===== src/rtl/jtag_host_pkg.sv =====
// Shared types and constants for the host-side JTAG driver.
// Latency: n/a (declarations only).
// Backpressure: n/a.
// Contents: command opcodes, FSM states, TMS preamble patterns (LSB sent first).
package jtag_host_pkg;

  typedef enum logic [1:0] {
    OP_TLR = 2'b00,
    OP_IR  = 2'b01,
    OP_DR  = 2'b10,
    OP_RUN = 2'b11
  } op_e;

  typedef enum logic [2:0] {
    ST_INIT,
    ST_IDLE,
    ST_PRE,
    ST_SHIFT,
    ST_POST,
    ST_DONE
  } state_e;

  localparam int         TLR_TMS_CNT = 5;
  localparam logic [2:0] PRE_DR      = 3'b001;   // SelDR, CapDR, ShDR
  localparam logic [3:0] PRE_IR      = 4'b0011;  // SelDR, SelIR, CapIR, ShIR

  // TMS value for preamble period idx of a shift command.
  function automatic logic pre_tms(op_e op, logic [1:0] idx);
    logic [3:0] pat;
    pat = (op == OP_IR) ? PRE_IR : {1'b0, PRE_DR};
    return pat[idx];
  endfunction

  // Index of the final preamble period (the one that lands in Shift-xR).
  function automatic logic [1:0] pre_last(op_e op);
    return (op == OP_IR) ? 2'd3 : 2'd2;
  endfunction

endpackage


===== src/rtl/jtag_host_driver_if.sv =====
// Command/response port of the JTAG host driver.
// Latency: n/a (wires only).
// Backpressure: cmd_valid/cmd_ready on commands; responses are a 1-clk pulse, no backpressure.
// Ports: cmd_valid, cmd_ready, cmd_op, cmd_len, cmd_data, rsp_valid, rsp_data.
interface jtag_host_driver_if #(
  parameter int MAX_LEN = 32,
  parameter int LEN_W   = $clog2(MAX_LEN + 1)
);
  logic               cmd_valid;
  logic               cmd_ready;
  logic [1:0]         cmd_op;
  logic [LEN_W-1:0]   cmd_len;
  logic [MAX_LEN-1:0] cmd_data;
  logic               rsp_valid;
  logic [MAX_LEN-1:0] rsp_data;

  modport master (
    output cmd_valid, cmd_op, cmd_len, cmd_data,
    input  cmd_ready, rsp_valid, rsp_data
  );

  modport slave (
    input  cmd_valid, cmd_op, cmd_len, cmd_data,
    output cmd_ready, rsp_valid, rsp_data
  );
endinterface


===== src/rtl/jtag_tck_gen.sv =====
// TCK generator: low CLK_DIV clk, high CLK_DIV clk, held low while disabled.
// Latency: first rising edge CLK_DIV clk after enable; tck_o is registered.
// Backpressure: none; en gates the clock, ticks flag the clk edge where tck_o will rise/fall.
// Ports: clk, reset, en in; tck_o, rise_tick, fall_tick out.
module jtag_tck_gen #(
  parameter int CLK_DIV = 2
) (
  input  logic clk,
  input  logic reset,
  input  logic en,
  output logic tck_o,
  output logic rise_tick,
  output logic fall_tick
);

  localparam int CNT_W = (CLK_DIV > 1) ? $clog2(CLK_DIV) : 1;

  logic [CNT_W-1:0] cnt_q;
  logic             wrap;

  assign wrap      = (cnt_q == CNT_W'(CLK_DIV - 1));
  // Ticks are combinational look-aheads: tck_o toggles on the same edge.
  assign rise_tick = en & ~tck_o & wrap;
  assign fall_tick = en &  tck_o & wrap;

  always_ff @(posedge clk) begin
    if (reset || !en) begin
      cnt_q <= '0;
      tck_o <= 1'b0;
    end else if (wrap) begin
      cnt_q <= '0;
      tck_o <= ~tck_o;
    end else begin
      cnt_q <= cnt_q + CNT_W'(1);
    end
  end

endmodule


===== src/rtl/jtag_host_driver.sv =====
// Host JTAG master: runs TLR/IR/DR/RUN commands from RTI back to RTI, returns captured TDO.
// Latency: N TCK periods per command (DR N+5, IR N+6, RUN N, TLR 6); rsp_valid 1 clk after the last falling TCK.
// Backpressure: cmd_ready low from accept until the rsp_valid clk; responses cannot be stalled.
// Ports: clk, reset (sync, active-high), bus (command/response), tck_o/tms_o/tdi_o/trst_n_o out, tdo_i in.
module jtag_host_driver
  import jtag_host_pkg::*;
#(
  parameter int CLK_DIV = 2,
  parameter int MAX_LEN = 32,
  parameter int LEN_W   = $clog2(MAX_LEN + 1)
) (
  input  logic                clk,
  input  logic                reset,
  jtag_host_driver_if.slave   bus,
  output logic                tck_o,
  output logic                tms_o,
  output logic                tdi_o,
  output logic                trst_n_o,
  input  logic                tdo_i
);

  localparam int IDX_W = (MAX_LEN > 1) ? $clog2(MAX_LEN) : 1;

  state_e             state_q, state_n;
  op_e                op_q, op_n, op_c;
  logic [2:0]         pidx_q, pidx_n;
  logic [IDX_W-1:0]   sidx_q, sidx_n, nxt_idx;
  logic [LEN_W-1:0]   len_q, len_n, len_c;
  logic [MAX_LEN-1:0] data_q, data_n;
  logic [MAX_LEN-1:0] cap_q, cap_n;
  logic [MAX_LEN-1:0] rspd_q, rspd_n;
  logic               run_q, run_n;
  logic               tms_q, tms_n;
  logic               tdi_q, tdi_n;
  logic               trst_q, trst_n;
  logic               rdy_q, rdy_n;
  logic               rspv_q, rspv_n;
  logic               act_q, act_n;     // a host command (not the power-on INIT) is in flight
  logic               rise_tick, fall_tick;
  logic               last_shift;

  jtag_tck_gen #(.CLK_DIV(CLK_DIV)) u_tck (
    .clk       (clk),
    .reset     (reset),
    .en        (run_q),
    .tck_o     (tck_o),
    .rise_tick (rise_tick),
    .fall_tick (fall_tick)
  );

  assign op_c       = op_e'(bus.cmd_op);
  assign len_c      = (bus.cmd_len > LEN_W'(MAX_LEN)) ? LEN_W'(MAX_LEN) : bus.cmd_len;
  assign nxt_idx    = sidx_q + IDX_W'(1);
  assign last_shift = (LEN_W'(sidx_q) == len_q - LEN_W'(1));

  always_ff @(posedge clk) begin
    if (reset) begin
      state_q <= ST_INIT;
      op_q    <= OP_TLR;
      pidx_q  <= '0;
      sidx_q  <= '0;
      len_q   <= '0;
      data_q  <= '0;
      cap_q   <= '0;
      rspd_q  <= '0;
      run_q   <= 1'b0;
      tms_q   <= 1'b1;
      tdi_q   <= 1'b0;
      trst_q  <= 1'b0;
      rdy_q   <= 1'b0;
      rspv_q  <= 1'b0;
      act_q   <= 1'b0;
    end else begin
      state_q <= state_n;
      op_q    <= op_n;
      pidx_q  <= pidx_n;
      sidx_q  <= sidx_n;
      len_q   <= len_n;
      data_q  <= data_n;
      cap_q   <= cap_n;
      rspd_q  <= rspd_n;
      run_q   <= run_n;
      tms_q   <= tms_n;
      tdi_q   <= tdi_n;
      trst_q  <= trst_n;
      rdy_q   <= rdy_n;
      rspv_q  <= rspv_n;
      act_q   <= act_n;
    end
  end

  // Each period's TMS/TDI is loaded on the edge where TCK falls (fall_tick),
  // or on the accept edge for the first period of a command.
  always_comb begin
    state_n = state_q;
    op_n    = op_q;
    pidx_n  = pidx_q;
    sidx_n  = sidx_q;
    len_n   = len_q;
    data_n  = data_q;
    cap_n   = cap_q;
    rspd_n  = rspd_q;
    run_n   = run_q;
    tms_n   = tms_q;
    tdi_n   = tdi_q;
    trst_n  = trst_q;
    rdy_n   = rdy_q;
    rspv_n  = 1'b0;
    act_n   = act_q;

    case (state_q)
      ST_INIT: begin
        if (!run_q) begin
          // Out of reset: release TRST first, start the TLR walk on the next clk.
          if (!trst_q) begin
            trst_n = 1'b1;
          end else begin
            run_n  = 1'b1;
            pidx_n = '0;
            tms_n  = 1'b1;
          end
        end else if (fall_tick) begin
          if (pidx_q == 3'(TLR_TMS_CNT)) begin
            run_n   = 1'b0;
            state_n = ST_DONE;
          end else begin
            pidx_n = pidx_q + 3'd1;
            tms_n  = (pidx_q + 3'd1) < 3'(TLR_TMS_CNT);
          end
        end
      end

      ST_IDLE: begin
        if (bus.cmd_valid && rdy_q) begin
          rdy_n  = 1'b0;
          act_n  = 1'b1;
          cap_n  = '0;
          op_n   = op_c;
          len_n  = len_c;
          data_n = bus.cmd_data;
          pidx_n = '0;
          sidx_n = '0;
          tdi_n  = 1'b0;
          case (op_c)
            OP_TLR: begin
              state_n = ST_INIT;
              run_n   = 1'b1;
              tms_n   = 1'b1;
            end
            OP_RUN: begin
              if (len_c == '0) begin
                state_n = ST_DONE;
              end else begin
                state_n = ST_SHIFT;
                run_n   = 1'b1;
                tms_n   = 1'b0;
              end
            end
            default: begin
              if (len_c == '0) begin
                state_n = ST_DONE;
              end else begin
                state_n = ST_PRE;
                run_n   = 1'b1;
                tms_n   = pre_tms(op_c, 2'd0);
              end
            end
          endcase
        end
      end

      ST_PRE: begin
        if (fall_tick) begin
          if (pidx_q[1:0] == pre_last(op_q)) begin
            state_n = ST_SHIFT;
            sidx_n  = '0;
            tms_n   = (len_q == LEN_W'(1));
            tdi_n   = data_q[0];
          end else begin
            pidx_n = pidx_q + 3'd1;
            tms_n  = pre_tms(op_q, pidx_q[1:0] + 2'd1);
          end
        end
      end

      ST_SHIFT: begin
        if (rise_tick && op_q != OP_RUN) begin
          cap_n[sidx_q] = tdo_i;
        end
        if (fall_tick) begin
          if (last_shift) begin
            tdi_n = 1'b0;
            if (op_q == OP_RUN) begin
              run_n   = 1'b0;
              state_n = ST_DONE;
            end else begin
              state_n = ST_POST;
              pidx_n  = '0;
              tms_n   = 1'b1;           // Update-xR
            end
          end else begin
            sidx_n = nxt_idx;
            // Exit1 is entered by raising TMS on the final shift period.
            tms_n  = (op_q != OP_RUN) && (LEN_W'(nxt_idx) == len_q - LEN_W'(1));
            tdi_n  = (op_q != OP_RUN) && data_q[nxt_idx];
          end
        end
      end

      ST_POST: begin
        if (fall_tick) begin
          if (pidx_q[0]) begin
            run_n   = 1'b0;
            state_n = ST_DONE;
          end else begin
            pidx_n = 3'd1;
            tms_n  = 1'b0;              // back to RTI
          end
        end
      end

      ST_DONE: begin
        rspv_n  = act_q;
        if (act_q) begin
          rspd_n = cap_q;
        end
        rdy_n   = 1'b1;
        act_n   = 1'b0;
        state_n = ST_IDLE;
      end

      default: begin
        state_n = ST_INIT;
      end
    endcase
  end

  assign bus.cmd_ready = rdy_q;
  assign bus.rsp_valid = rspv_q;
  assign bus.rsp_data  = rspd_q;
  assign tms_o         = tms_q;
  assign tdi_o         = tdi_q;
  assign trst_n_o      = trst_q;

endmodule


===== src/flat_wrapper.sv =====
// flat-port wrapper written by rule: the top's interface ports become plain ports
module jtag_host_driver_flat import jtag_host_pkg::*;
#(
  parameter int CLK_DIV = 2,
  parameter int MAX_LEN = 32,
  parameter int LEN_W   = $clog2(MAX_LEN + 1)
)
  (clk, reset, tck_o, tms_o, tdi_o, trst_n_o, tdo_i, bus_cmd_valid, bus_cmd_op, bus_cmd_len, bus_cmd_data, bus_cmd_ready, bus_rsp_valid, bus_rsp_data);
  jtag_host_driver_if #(.MAX_LEN(MAX_LEN), .LEN_W(LEN_W)) bus_i ();
  input  logic clk;
  input  logic reset;
  output logic tck_o;
  output logic tms_o;
  output logic tdi_o;
  output logic trst_n_o;
  input  logic tdo_i;
  input wire logic [$bits(bus_i.cmd_valid)-1:0] bus_cmd_valid;
  input wire logic [$bits(bus_i.cmd_op)-1:0] bus_cmd_op;
  input wire logic [$bits(bus_i.cmd_len)-1:0] bus_cmd_len;
  input wire logic [$bits(bus_i.cmd_data)-1:0] bus_cmd_data;
  output wire logic [$bits(bus_i.cmd_ready)-1:0] bus_cmd_ready;
  output wire logic [$bits(bus_i.rsp_valid)-1:0] bus_rsp_valid;
  output wire logic [$bits(bus_i.rsp_data)-1:0] bus_rsp_data;
  assign bus_i.cmd_valid = bus_cmd_valid;
  assign bus_i.cmd_op = bus_cmd_op;
  assign bus_i.cmd_len = bus_cmd_len;
  assign bus_i.cmd_data = bus_cmd_data;
  assign bus_cmd_ready = bus_i.cmd_ready;
  assign bus_rsp_valid = bus_i.rsp_valid;
  assign bus_rsp_data = bus_i.rsp_data;
  jtag_host_driver #(.CLK_DIV(CLK_DIV), .MAX_LEN(MAX_LEN), .LEN_W(LEN_W)) u_core (.clk(clk), .reset(reset), .bus(bus_i), .tck_o(tck_o), .tms_o(tms_o), .tdi_o(tdi_o), .trst_n_o(trst_n_o), .tdo_i(tdo_i));
endmodule

===== config.mk =====
export PLATFORM = sky130hd
export DESIGN_NAME = jtag_host_driver_flat
export DESIGN_NICKNAME = d
export VERILOG_FILES = /design/src/rtl/jtag_host_pkg.sv /design/src/rtl/jtag_host_driver_if.sv /design/src/rtl/jtag_tck_gen.sv /design/src/rtl/jtag_host_driver.sv /design/src/flat_wrapper.sv
export SDC_FILE = /design/constraint.sdc
export NUM_CORES = 1
export LEC_CHECK = 0
export ABC_CLOCK_PERIOD_IN_PS = 5400
export BUFFER_PORTS_ARGS = -buffer_cell sky130_fd_sc_hd__clkbuf_2
export CORE_ASPECT_RATIO = 0.7
export CORE_MARGIN = 5
export CORE_UTILIZATION = 62
export CTS_CLUSTER_DIAMETER = 200
export DETAILED_ROUTE_END_ITERATION = 10
export GPL_ROUTABILITY_DRIVEN = 0
export PLACE_DENSITY_LB_ADDON = 0.25
export SYNTH_ARGS = -nofsm -noshare
export SYNTH_HDL_FRONTEND = slang
export SYNTH_HIERARCHICAL = 1
export SYNTH_SLANG_ARGS = --single-unit
export TNS_END_PERCENT = 50

===== constraint.sdc =====
create_clock -name clk -period 5.4 [get_ports clk]
set_input_delay 0.81 -clock clk [delete_from_list [all_inputs] [get_ports clk]]
set_output_delay 0.81 -clock clk [all_outputs]
set_load 0.005 [all_outputs]

==> metrics.md <==
| Metric | Value |
|---|---|
| Clock Tree Root | `clkbuf_16` |
| Drt first-iter violations | `a little under 900` |
| DRC Markers | `0` |
| Post-synthesis async set-or-reset flop share | `0%` |
| Via count | `between 5000 and 6000` |
| Postcts setup bufs | `0` |
| Largest net degree at the start of global routing | `114` |
| Share of cells above drive strength 1 | `15.70%` |
| Die width | `127.3 um` |
| H-tree levels | `4` |
| First-pass GRT wire length | `25.36 mm` |
| Worst vdd ir | `0.2011 mV` |
| Clock Skew | `0.01006 ns` |
| Clock-pin slew on the worst setup and hold paths | `about 0.05 ns` |
| Hold Fails Final Rpt | `0` |
| Worst endpoint required time | `5.72 ns` |
| Area Growth Syn to Fin | `16.11%` |
| Unrepaired setup endpoints after global routing | `false` |
| Total Routing Usage GR | `26.46%` |
| Library cells used by synthesis | `60` |
| Final Max Slew Viols | `0` |
| Crit Path Class | `register to register` |
| Final setup vio count | `0` |
| Post-Route WL | `15.48 mm` |
| Vias/cell | `5.992` |
| Die height | `between 90 and 100 um` |
| Most frequent cell after synthesis | `nand2_1` |
| Static leakage | `2.587 nW` |
| CTS Buf Count | `17` |
| Final Cell Area | `6935 sq um` |
| Core area | `9534 sq um` |
| Yosys Warn Count | `6` |
| Mapped Area | `5973 sq um` |
| Synth Instances | `778` |
| Syn avg cell area | `7.678 sq um` |
| Synth area leader | `dfxtp_1` |
| Worst path max stage delay | `about 0.75 ns` |
| Crit. End Element | `register` |
| PD cells | `between 300 and 400 nW/um^2` |
| Mapped Nets | `833` |
| MaxCap Viol Count | `0` |
| Placed cell area | `6370 sq um` |
| Period minus WS final | `3.165 ns` |
| Slowest-stage cell, CP | `dfxtp_1` |
| Max Root-Sink Buffers | `2` |
| Fin crit share | `58.62%` |
| DR pass1 iterations | `6` |
| Outcome | `finished, final reports clean` |
| TritonCTS clock tree | `done` |
| EDFF count, synth | `0` |
| Ant. Diodes | `0` |
| Clk sinks | `between 100 and 150` |
| Most used cell, CP | `a21oi_1` |
| Vias in the first global route | `5385` |
| Initial core utilization | `62.65%` |
| Area contributors post-synth | `dfxtp_1, a21oi_1, nand2_1, o21ai_0, clkbuf_1` |
| Critical path data arrival time | `3.49 ns` |
| Hold depth | `2` |
| Final TNS setup | `0 ns` |
| Top-area cell type share of the netlist area | `about two fifths` |
| Cells on worst reg2reg path | `7` |
| Crit Path Max Fanout | `38` |
| Primary FF master, synth | `dfxtp_1` |
| Worst skew pair latency | `0.41 ns` |
| Io pins | `82` |
| Post-CTS resize count | `0` |
| CP Launch Type | `register` |
| Synth top cells by count | `nand2_1, a21oi_1, dfxtp_1` |
| Fin nets | `883` |
| Full die area | `approximately 12000 sq um` |
| HP Class | `register to register` |
| Detail Route Antenna Nets | `0` |
| Max Freq | `315.9 MHz` |
| Initial antenna violation count | `0` |
| Hold buffer count at CTS | `0` |
| Worst-margin pin slew | `between 1 and 1.5 ns` |
| Post-DP HPWL | `10.36 mm` |
| Slew HR | `between 20% and 30%` |
| PortBufs | `81` |
| Yosys reg bits | `~120` |
| Std cell rows | `30` |
| Routed len/inst | `15.97 um` |
| Crit-path cells | `nand3b_1 -> buf_4 -> a21oi_1 -> nand3_1 -> nor2_1 -> nand2_1 -> a21oi_1` |
| Remaining Overflow, GRT | `0` |
| Seq/Total Area, Yosys | `41.56%` |
==> worst paths after layout <==
check	from	endpoint	slack, ns
hold reg to reg	u_core/cap_q[19]	u_core/bus.rsp_data[19]	0.45
hold / removal	u_core/cap_q[19]	u_core/bus.rsp_data[19]	0.45
setup reg to reg	u_core/state_q[1]	u_core/cap_q[1]	2.23
setup / recovery	u_core/state_q[1]	u_core/cap_q[1]	2.23
==> cell type report <==
type                    count  area (sq um)
clock inverters             9         87.58
inverters                  22         82.58
multi-input cells         576          3192
repair buffers             87         452.9
well taps                 128         160.2
fillers                   735          2599
clock buffers              23         478.0
flip-flops and latches    124          2482
==> worst max-delay path: cells and delay by family (launching register included) <==
| family | cells | cell delay [ns] |
|---|---|---|
| and+or+nand+nor | 4 | 1.27 |
| DFF | 1 | 0.75 |
| AOI/OAI and AO/OA | 2 | 0.75 |
| buffers and inverters | 1 | 0.28 |
==> metrics by stage <==
stage               hold WS, ns  power (mW)  utilization, %  setup slack (ns)  instances
floorplan                0.4284       1.083               -             2.758        778
global route             0.4728       2.266           72.74             2.032        969
global placement         0.4423       1.129           66.81             2.545        937
detailed placement       0.4470       1.136           66.81             2.446        937
CTS                      0.4554       2.204           72.74             2.361        969
finish                   0.4500       2.199           72.74             2.235        969
==> power by group <==
part,leakage (nW),total [mW],switching [mW],internal (mW)
clock,0.266,1.07,0.405,0.669
combinational,1.32,0.163,0.0928,0.0702
sequential,0.999,0.961,0.0318,0.930
total,2.59,2.20,0.530,1.67
==> flip-flops by register name, summed over array words and instances, names as in the netlist <==
| name | flops |
|---|---|
| u_core/data_q | 32 |
| u_core/sidx_q | 5 |
| u_core/pidx_q | 3 |
| u_core/bus.rsp_data | 32 |
| u_core/len_q | 6 |
| u_core/op_q | 2 |
| u_core/state_q | 3 |
| u_core/tms_o | 1 |
| u_core/tdi_o | 1 |
| u_core/trst_n_o | 1 |
| u_core/act_q | 1 |
| u_core/u_tck/cnt_q | 1 |
| u_core/bus.rsp_valid | 1 |
| u_core/run_q | 1 |
| u_core/bus.cmd_ready | 1 |
| u_core/cap_q | 32 |
| u_core/u_tck/tck_o | 1 |
==> kinds of logic after synthesis <==
logic type | synth area share (%)
flip-flops | 41.56
multiplexers | 3.770
buffers and inverters | 5.048
XOR/XNOR | 3.058
AO/OA/AOI/OAI | 22.56
adder cells (fa/ha/maj) | 2.304
AND/OR/NAND/NOR | 21.70
==> placed cells by master, fill, tap and decap left out, drive strengths merged, types with 5 or more instances in the layout <==
| master | synthesis | final |
|---|---|---|
| a21oi | 143 | 143 |
| xnor2 | 11 | 11 |
| mux2i | 9 | 9 |
| a31oi | 9 | 9 |
| o21ai | 41 | 41 |
| and2 | 5 | 5 |
| buf | 10 | 7 |
| clkbuf | 46 | 103 |
| nor2 | 34 | 34 |
| ha | 11 | 11 |
| nand3 | 17 | 17 |
| nand2b | 5 | 5 |
| nor3 | 10 | 10 |
| nand2 | 187 | 187 |
| xor2 | 7 | 7 |
| a22oi | 5 | 5 |
| dfxtp | 124 | 124 |
| nor2b | 6 | 6 |
| inv | 22 | 23 |
| nand3b | 7 | 7 |
==> layer usage <==
metal	global-route usage (%)	wire [um]	up-vias
met5	0	0	-
met4	9.821	261	0
met3	6.170	1368	33
met2	40.98	7144	297
met1	35.98	6704	2677
li1	-	-	2799
Note: power is estimated with default switching activity, not from simulation.
